File: config.mk
export PLATFORM = sky130hd
export DESIGN_NAME = dispatch_ctrl
export DESIGN_NICKNAME = d
export VERILOG_FILES = /design/src/rtl/falco_pkg.sv /design/src/rtl/last_fetched_store_table.sv /design/src/rtl/dispatch_ctrl.sv
export SDC_FILE = /design/constraint.sdc
export NUM_CORES = 1
export LEC_CHECK = 0
export BUFFER_PORTS_ARGS = -buffer_cell sky130_fd_sc_hd__buf_2
export CAP_MARGIN = 20
export CORE_MARGIN = 10
export CORE_UTILIZATION = 40
export CTS_CLUSTER_DIAMETER = 150
export DETAILED_ROUTE_END_ITERATION = 16
export PLACE_DENSITY = 0.63
export SLEW_MARGIN = 20
export SYNTH_ARGS = -nofsm -noshare
export SYNTH_HDL_FRONTEND = slang
export SYNTH_SLANG_ARGS = --single-unit
File: constraint.sdc
create_clock -name clk -period 13.8 [get_ports clk]
set_clock_uncertainty 0.2 [all_clocks]
set_input_delay 0.69 -clock clk [delete_from_list [all_inputs] [get_ports clk]]
set_output_delay 0.69 -clock clk [all_outputs]
set_load 0.005 [all_outputs]
File: src/rtl/falco_pkg.sv
// rtl/falco_pkg.sv - shared dispatch widths, depths and tag types
package falco_pkg;
  localparam int ROB_DEPTH     = 32;
  localparam int LSQ_DEPTH     = 16;
  localparam int ROB_TAG_WIDTH = 5;
  localparam int LFST_WIDTH    = 4;
  localparam int LFST_ENTRIES  = 1 << LFST_WIDTH;

  typedef logic [ROB_TAG_WIDTH-1:0] rob_tag_t;
  typedef logic [LFST_WIDTH-1:0]    ssid_t;
endpackage

File: src/rtl/last_fetched_store_table.sv
// rtl/last_fetched_store_table.sv - store set id -> last dispatched store tag
module last_fetched_store_table
  import falco_pkg::*;
(
  input  logic                     clk,
  input  logic                     rst,
  input  logic                     clr_all,
  input  logic [LFST_WIDTH-1:0]    rd0_ssid,
  output logic                     rd0_valid,
  output logic [ROB_TAG_WIDTH-1:0] rd0_tag,
  input  logic [LFST_WIDTH-1:0]    rd1_ssid,
  output logic                     rd1_valid,
  output logic [ROB_TAG_WIDTH-1:0] rd1_tag,
  input  logic                     wr0_en,
  input  logic [LFST_WIDTH-1:0]    wr0_ssid,
  input  logic [ROB_TAG_WIDTH-1:0] wr0_tag,
  input  logic                     wr1_en,
  input  logic [LFST_WIDTH-1:0]    wr1_ssid,
  input  logic [ROB_TAG_WIDTH-1:0] wr1_tag,
  input  logic                     clr_valid,
  input  logic [ROB_TAG_WIDTH-1:0] clr_tag
);
  logic [LFST_ENTRIES-1:0] valid_q, valid_d;
  rob_tag_t                tag_q [LFST_ENTRIES];
  rob_tag_t                tag_d [LFST_ENTRIES];

  assign rd0_valid = valid_q[rd0_ssid];
  assign rd0_tag   = tag_q[rd0_ssid];
  assign rd1_valid = valid_q[rd1_ssid];
  assign rd1_tag   = tag_q[rd1_ssid];

  // Later assignments take priority: clear < slot 0 write < slot 1 write; entry 0 is never touched.
  always_comb begin
    valid_d = valid_q;
    tag_d   = tag_q;
    for (int i = 1; i < LFST_ENTRIES; i++) begin
      if (clr_valid && valid_q[i] && (tag_q[i] == clr_tag)) valid_d[i] = 1'b0;
      if (wr0_en && (wr0_ssid == LFST_WIDTH'(i))) begin
        valid_d[i] = 1'b1;
        tag_d[i]   = wr0_tag;
      end
      if (wr1_en && (wr1_ssid == LFST_WIDTH'(i))) begin
        valid_d[i] = 1'b1;
        tag_d[i]   = wr1_tag;
      end
    end
    if (clr_all) valid_d = '0;
  end

  always_ff @(posedge clk) begin
    if (rst) begin
      valid_q <= '0;
      for (int i = 0; i < LFST_ENTRIES; i++) tag_q[i] <= '0;
    end else begin
      valid_q <= valid_d;
      for (int i = 0; i < LFST_ENTRIES; i++) tag_q[i] <= tag_d[i];
    end
  end
endmodule

File: src/rtl/dispatch_ctrl.sv
// rtl/dispatch_ctrl.sv - two-wide in-order dispatch with ROB/LSQ allocation and store-set deps
module dispatch_ctrl
  import falco_pkg::*;
(
  input  logic                     clk,
  input  logic                     rst,
  input  logic                     flush,
  input  logic                     instr0_valid,
  input  logic                     instr0_is_load,
  input  logic                     instr0_is_store,
  input  logic [LFST_WIDTH-1:0]    instr0_store_set_id,
  input  logic                     instr1_valid,
  input  logic                     instr1_is_load,
  input  logic                     instr1_is_store,
  input  logic [LFST_WIDTH-1:0]    instr1_store_set_id,
  input  logic                     backend_ready,
  input  logic [1:0]               rob_commit_cnt,
  input  logic [1:0]               lsq_release_cnt,
  input  logic                     store_done_valid,
  input  logic [ROB_TAG_WIDTH-1:0] store_done_tag,
  output logic                     instr0_issue,
  output logic                     instr1_issue,
  output logic                     id_stall_req,
  output logic [ROB_TAG_WIDTH-1:0] instr0_rob_tag,
  output logic                     instr0_dep_valid,
  output logic [ROB_TAG_WIDTH-1:0] instr0_dep_tag,
  output logic [ROB_TAG_WIDTH-1:0] instr1_rob_tag,
  output logic                     instr1_dep_valid,
  output logic [ROB_TAG_WIDTH-1:0] instr1_dep_tag,
  output logic [5:0]               rob_free_cnt,
  output logic [4:0]               lsq_free_cnt
);
  rob_tag_t   tail_q, tail_d;
  logic [5:0] rob_free_q, rob_free_d;
  logic [4:0] lsq_free_q, lsq_free_d;

  logic       mem0, mem1, go;
  logic [1:0] rob_need1, lsq_need1, rob_alloc, lsq_alloc;
  logic       wr0_en, wr1_en, bypass1;
  logic       lf0_valid, lf1_valid;
  rob_tag_t   lf0_tag, lf1_tag;

  assign mem0 = instr0_is_load | instr0_is_store;
  assign mem1 = instr1_is_load | instr1_is_store;
  assign go   = !rst && backend_ready && !flush;

  always_comb begin
    instr0_issue = go && instr0_valid && (rob_free_q >= 6'd1) && (lsq_free_q >= {4'b0, mem0});
    rob_need1    = {1'b0, instr0_issue} + 2'd1;
    lsq_need1    = {1'b0, instr0_issue & mem0} + {1'b0, mem1};
    // Slot 1 may only go if slot 0 is empty or goes with it, and both must fit together.
    instr1_issue = go && instr1_valid && (!instr0_valid || instr0_issue)
                   && (rob_free_q >= {4'b0, rob_need1}) && (lsq_free_q >= {3'b0, lsq_need1});
    id_stall_req = !rst && ((instr0_valid && !instr0_issue) || (instr1_valid && !instr1_issue));
    rob_alloc    = {1'b0, instr0_issue} + {1'b0, instr1_issue};
    lsq_alloc    = {1'b0, instr0_issue & mem0} + {1'b0, instr1_issue & mem1};
  end

  assign instr0_rob_tag = tail_q;
  assign instr1_rob_tag = tail_q + {{(ROB_TAG_WIDTH-1){1'b0}}, instr0_issue};

  assign wr0_en  = instr0_issue && instr0_is_store && (instr0_store_set_id != '0);
  assign wr1_en  = instr1_issue && instr1_is_store && (instr1_store_set_id != '0);
  assign bypass1 = wr0_en && mem1 && (instr1_store_set_id == instr0_store_set_id);

  always_comb begin
    instr0_dep_valid = mem0 && (instr0_store_set_id != '0) && lf0_valid;
    instr0_dep_tag   = lf0_tag;
    instr1_dep_valid = mem1 && (instr1_store_set_id != '0) && lf1_valid;
    instr1_dep_tag   = lf1_tag;
    if (bypass1) begin
      instr1_dep_valid = 1'b1;
      instr1_dep_tag   = instr0_rob_tag;
    end
  end

  always_comb begin
    tail_d     = tail_q + {3'b0, rob_alloc};
    rob_free_d = rob_free_q - {4'b0, rob_alloc} + {4'b0, rob_commit_cnt};
    lsq_free_d = lsq_free_q - {3'b0, lsq_alloc} + {3'b0, lsq_release_cnt};
    if (flush) begin
      tail_d     = '0;
      rob_free_d = 6'(ROB_DEPTH);
      lsq_free_d = 5'(LSQ_DEPTH);
    end
  end

  always_ff @(posedge clk) begin
    if (rst) begin
      tail_q     <= '0;
      rob_free_q <= 6'(ROB_DEPTH);
      lsq_free_q <= 5'(LSQ_DEPTH);
    end else begin
      tail_q     <= tail_d;
      rob_free_q <= rob_free_d;
      lsq_free_q <= lsq_free_d;
    end
  end

  assign rob_free_cnt = rob_free_q;
  assign lsq_free_cnt = lsq_free_q;

  last_fetched_store_table u_lfst (
    .clk       (clk),
    .rst       (rst),
    .clr_all   (flush),
    .rd0_ssid  (instr0_store_set_id),
    .rd0_valid (lf0_valid),
    .rd0_tag   (lf0_tag),
    .rd1_ssid  (instr1_store_set_id),
    .rd1_valid (lf1_valid),
    .rd1_tag   (lf1_tag),
    .wr0_en    (wr0_en),
    .wr0_ssid  (instr0_store_set_id),
    .wr0_tag   (instr0_rob_tag),
    .wr1_en    (wr1_en),
    .wr1_ssid  (instr1_store_set_id),
    .wr1_tag   (instr1_rob_tag),
    .clr_valid (store_done_valid),
    .clr_tag   (store_done_tag)
  );
endmodule

== Word level (Yosys, flattened, before mapping) ==
Index checks and enable logic that the tools add are counted.
Storage, ports and cells
  register bits: 106
  output and inout port bits: 36
Operators by class
  mux-type cells: 87
  reductions and logical operators: 122
  $lt $le $gt $ge: 8
  bitwise operators: 6
  equality and inequality tests: 46
  $add $sub $neg: 10
Operators by type and width (count)
  $mux 5: 35
  $logic_and 1x1->1: 82
  $eq 5x5->1: 15
  $eq 4x4->1 const B: 16
  $mux 1: 48
  $reduce_bool 3->1: 15
  $bmux 5 s4: 2
  $eq 4x3->1 const B: 8
  $reduce_bool 2->1: 15
  $eq 4x2->1 const B: 4
  $add 5x2->5: 2
  $ge 5x5->1 const B: 2
  $lt 4x5->1 const B: 2
  $not 4->5: 2
  $bmux 1 s4: 2
  $eq 4x1->1 const B: 2
  $reduce_bool 4->1: 2
  $add 1x1->2: 3
  $add 6x2->6: 1
  $ge 6x1->1 const B: 1
  $ge 6x2->1: 1
  $sub 6x2->6: 1
  $add 5x1->5: 1
  $ge 5x1->1: 1
  9 further kinds: 16

== Logic depth before layout (Yosys ltp) ==
  depth after elaboration: 14
  gate-level depth with buffers: 28

== Hierarchy ==
From an unflattened synthesis, not the netlist that was laid out.
Unflattened totals
  cell total of the unflattened synthesis: 917
  area total of the unflattened synthesis: 7975.1 µm²
Modules (own cells, without submodules)
  last_fetched_store_table: seq. area each 1801.7 µm², instances 1, area an instance 6377.4 µm², cells each 735
  dispatch_ctrl: seq. area each 320.3 µm², instances 1, area an instance 1597.8 µm², cells each 182

== Worst setup path after synthesis ==
No wires, ideal clock.
  path kind: input to register
  start: input instr0_is_load
  end: register lsq_free_q[4], in the netlist lsq_free_cnt[4]
  stages on the path: 28
  slack: 7.568 ns
  arrival: 5.970 ns
  data required time: 13.538 ns
  buffers on the path: 3
  cells stage by stage: or2_2 > ha_1 > or4bb_1 > o211ai_2 > buf_2 > buf_2 > nand3_1 > nor2b_1 > ha_1 > inv_1 > ha_1 > nor2b_1 > o31ai_1 > a31oi_1 > clkbuf_1 > nand2_1 > nor3_1 > fa_1 > fa_1 > inv_1 > ha_1 > inv_1 > fa_1 > inv_1 > a21oi_1 > nor2_1 > or3_1 > nand3_1
On the way
  longest elaborated chain between the ends: 11
  elaborated cells between the ends (all ways): 16
Ends and longest elaborated chain
  from (decl): RTL line dispatch_ctrl.sv:9  | input logic instr0_is_load,
  $or 1x1->1 *: RTL line dispatch_ctrl.sv:43  | assign mem0 = instr0_is_load | instr0_is_store;
  $ge 5x1->1: RTL line dispatch_ctrl.sv:48  | instr0_issue = go && instr0_valid && (rob_free_q >= 6'd1) && (lsq_free_q >= {4'b0, mem0});
  $logic_and 1x1->1: RTL line dispatch_ctrl.sv:48
  $and 1x1->1 (tied with other cells): RTL line dispatch_ctrl.sv:50, dispatch_ctrl.sv:56
  $add 1x1->2 (tied with other cells): RTL line dispatch_ctrl.sv:50  | lsq_need1 = {1'b0, instr0_issue & mem0} + {1'b0, mem1};
  $ge 5x2->1 or $logic_and 1x1->1 (tied branches): RTL line dispatch_ctrl.sv:53  | && (rob_free_q >= {4'b0, rob_need1}) && (lsq_free_q >= {3'b0, lsq_need1});
  $logic_and 1x1->1: RTL line dispatch_ctrl.sv:53
  $and 1x1->1: RTL line dispatch_ctrl.sv:56  | lsq_alloc = {1'b0, instr0_issue & mem0} + {1'b0, instr1_issue & mem1};
  $add 1x1->2 *: RTL line dispatch_ctrl.sv:56
  $sub 5x2->5 *: RTL line dispatch_ctrl.sv:80  | lsq_free_d = lsq_free_q - {3'b0, lsq_alloc} + {3'b0, lsq_release_cnt};
  $add 5x2->5 *: RTL line dispatch_ctrl.sv:80
  to (signal assigned): RTL line dispatch_ctrl.sv:92  | lsq_free_q <= 5'(LSQ_DEPTH);
  to (signal assigned): RTL line dispatch_ctrl.sv:96  | lsq_free_q <= lsq_free_d;
  to (decl): RTL line dispatch_ctrl.sv:35  | logic [4:0] lsq_free_q, lsq_free_d;
Mark *: on every way between the ends. The rest lies on a longest branch, timed or not.
A chain may end at the register's enable or synchronous reset.

== Worst setup path in the final report ==
Same ends and word-level chain as after synthesis.

==> flow_metrics.py <==
metrics = {
    "placement": {
        "routabilityCongestion": 0.927,
        "place_hpwl_um": 21500,
        "dp.cells": 1215,
        "port_buffers": 63,
    },
    "timing": {
        "finalSetupViolations": 0,
        "period_needed_ns": 6.39,
        "max-slew-margin-rel": 0.307,
        "fin_tns_setup_ns": 0,
        "worst_pin_slew_ns": 1.04,
        "fmax_mhz": 156,
        "fin_crit_sh": 0.463,
        "hold_viol": 0,
        "final_max_slew_viol_count": 0,
        "rsz0062_at_grt": "no",
        "hold_slack_ns": 0.320,
    },
    "synthesis": {
        "ys_types": 62,
        "synth_area_sq_mm": 0.00833,
        "netlist_top_cells_count": "nor2_1, dfxtp_1, xnor2_1, a21oi_1, a211oi_1",
        "yosysMostFrequentCell": "nor2_1",
        "synth_top_flop_cell": "dfxtp_1",
        "syn-num-nets": 1006,
        "muxShareOfSynthArea": 0.167,
        "ys_warn_count": 0,
        "synth_top_area_frac": 0.255,
        "synth_top_family_by_area": "simple AND/OR/NAND/NOR gates",
        "synthCells": 943,
        "ys_seq_area_frac": 0.255,
        "syn_area_per_cell_sq_um": 8.83,
        "synthTopCellsByArea": "dfxtp_1, mux4_2, xnor2_1",
        "synthAdderAreaFrac": 0.0580,
        "synth_compound_area_frac": 0.170,
        "synthSimpleGateAreaFrac": 0.199,
        "synth_xor_area_frac": 0.0936,
        "synth-seq-cells": 106,
        "async_reset_ff_frac": 0,
        "synth-edff-count": 0,
        "yosysTopAreaCell": "dfxtp_1",
    },
    "global_routing": {
        "globalRouteOverflowTotal": 0,
        "grt_start_max_net_pins": 81,
        "antenna_found_initial": 1,
        "grt_pass1_vias": 7404,
        "globalRouteTotalUtil": 0.226,
        "grt_first_pass_wirelength_um": 46800,
    },
    "die": {
        "core_region_area_sq_mm": 0.0204,
        "std_cell_rows": 52,
        "io_pins": 64,
        "die_area_sq_mm": 0.0270,
        "initial_core_util": 0.409,
        "die_x_um": 164,
        "die_h_um": 164,
    },
    "setup_path": {
        "critPathKind": "in -> reg",
        "critical_path_arrival_ns": 6.41,
        "start_kind": "primary input",
        "cp_data_required_time_ns": 13.81,
        "worstSetupEndpointType": "register",
        "cp_max_fo": 26,
    },
    "hold_path": {
        "hp-class": "reg -> reg",
    },
    "run_status": {
        "status": "completed",
    },
    "clock_network": {
        "clock_latency_ns": 0.36,
        "cts_resized": 0,
        "clk_path_buf_depth": 2,
        "cts_buffers": 9,
        "path_clk_slew_ns": 0.08,
        "h-tree-depth": 3,
        "postCtsHoldBufs": 0,
        "cts-root-buf": "clkbuf_16",
        "post_cts_buffers": 0,
        "cts_sinks": 106,
        "cts_tree": "done",
    },
    "layout": {
        "nets": 1019,
        "stdcell_count": 1231,
        "diodes": 0,
        "syn_to_final_growth_pct": 8.85,
        "fillers": 2037,
        "layout-drive-gt1-share": 0.188,
    },
    "routing": {
        "drtIter0Drc": 954,
        "wl_per_cell_um": 24.6,
        "drc_errors": 0,
        "wl_um": 30300,
        "via_per_inst": 6.33,
        "antenna_left": 0,
        "drt_pass1_iterations": 5,
        "route.vias.total": 7797,
    },
    "power_and_ir_drop": {
        "power.density_mw_per_mm2": 81.0,
        "p_leak_uw": 0.00327,
        "ir_drop_mv": 0.0570,
    },
    "run": {
        "max_cap_viol_count": 0,
    },
}
critical path, cell delays in order:
cell and delay [ns]:
buf_2 0.09, or2_2 0.30, ha_1 0.27, or4bb_1 0.48, o211ai_2 0.40, nand3_1 0.34
nor2b_1 0.30, ha_1 0.19, inv_1 0.04, ha_1 0.28, nor2b_1 0.13, o31ai_1 0.28
a31oi_1 0.13, buf_4 0.21, nand2_1 0.17, nor3_1 0.08, fa_1 0.53, fa_1 0.40
inv_1 0.07, ha_1 0.15, inv_1 0.05, fa_1 0.38, inv_1 0.07, a21oi_1 0.06
nor2_1 0.11, or3_1 0.12, nand3_1 0.06
state kept, by name (all words and copies together), names as in the netlist:
name,flops
u_lfst.valid_q,15
rob_free_cnt,6
instr0_rob_tag,5
u_lfst.tag_q,75
lsq_free_cnt,5
area by class of cell:
cell class              instances  area [sq um]  share of cell area
flip-flops and latches        106          2120               0.234
multi-input cells             720          5730               0.632
inverters                      42           158              0.0174
clock inverters                 4          48.8             0.00538
clock buffers                  12           246              0.0272
well taps                     270           338              0.0373
repair buffers                 77           420              0.0464
cell families (layout without fill, tap and decap cells):
kind of cell	count (synthesis)	after routing
simple gates	309	309
compound gates	211	211
buf+inv	117	135
flops	106	106
xor+xnor	89	89
mux	76	76
fa+ha+maj	35	35
cell usage in the layout (no fill, tap or decap), drive strengths merged, types with 7 or more instances in the layout:
| cell | count |
|---|---|
| nor2b | 10 |
| ha | 29 |
| dfxtp | 106 |
| a21oi | 60 |
| a211oi | 56 |
| nor3b | 7 |
| nor4 | 8 |
| and2 | 9 |
| o21ai | 31 |
| nand2 | 39 |
| clkbuf | 12 |
| a22o | 12 |
| o311ai | 9 |
| xor2 | 7 |
| a31oi | 18 |
| xnor2 | 82 |
| nand4b | 8 |
| nor2 | 112 |
| mux2 | 22 |
| nand3 | 25 |
| a21o | 14 |
| nand4 | 42 |
| mux4 | 48 |
| inv | 41 |
| buf | 77 |
layer usage:
layer | GRT usage | vias up | share of wire
met5 | 0 | - | 0
met4 | 0.0950 | 0 | 0.041
met3 | 0.0353 | 73 | 0.098
met2 | 0.360 | 456 | 0.47
met1 | 0.298 | 3766 | 0.39
li1 | - | 3502 | -
through the flow:
step	setup WS, ns	cell area (sq um)	power, uW	utilization
final	7.41	9060	734	0.445
after detailed placement	7.09	8760	468	0.430
after global routing	6.85	9060	763	0.445
after global placement	7.18	8760	466	0.430
after CTS	7.47	9050	734	0.445
after floorplan	7.57	8330	432	-
power by group:
part           internal (uW)  switching, uW  total [uW]
clock network            146            125         271
logic                   53.7           94.7         148
registers                311           4.61         315
worst paths after layout:
check	startpoint	end	slack (ns)	cells past startpoint
worst max-delay path	instr0_is_load	lsq_free_cnt[4]	7.41	27
worst min-delay path	u_lfst.tag_q[3]	u_lfst.tag_q[3]	0.32	2
worst max register to register	lsq_free_cnt[0]	lsq_free_cnt[4]	7.70	26
worst min register to register	u_lfst.tag_q[3]	u_lfst.tag_q[3]	0.32	2
No activity file was read; power rests on OpenSTA's default activity.
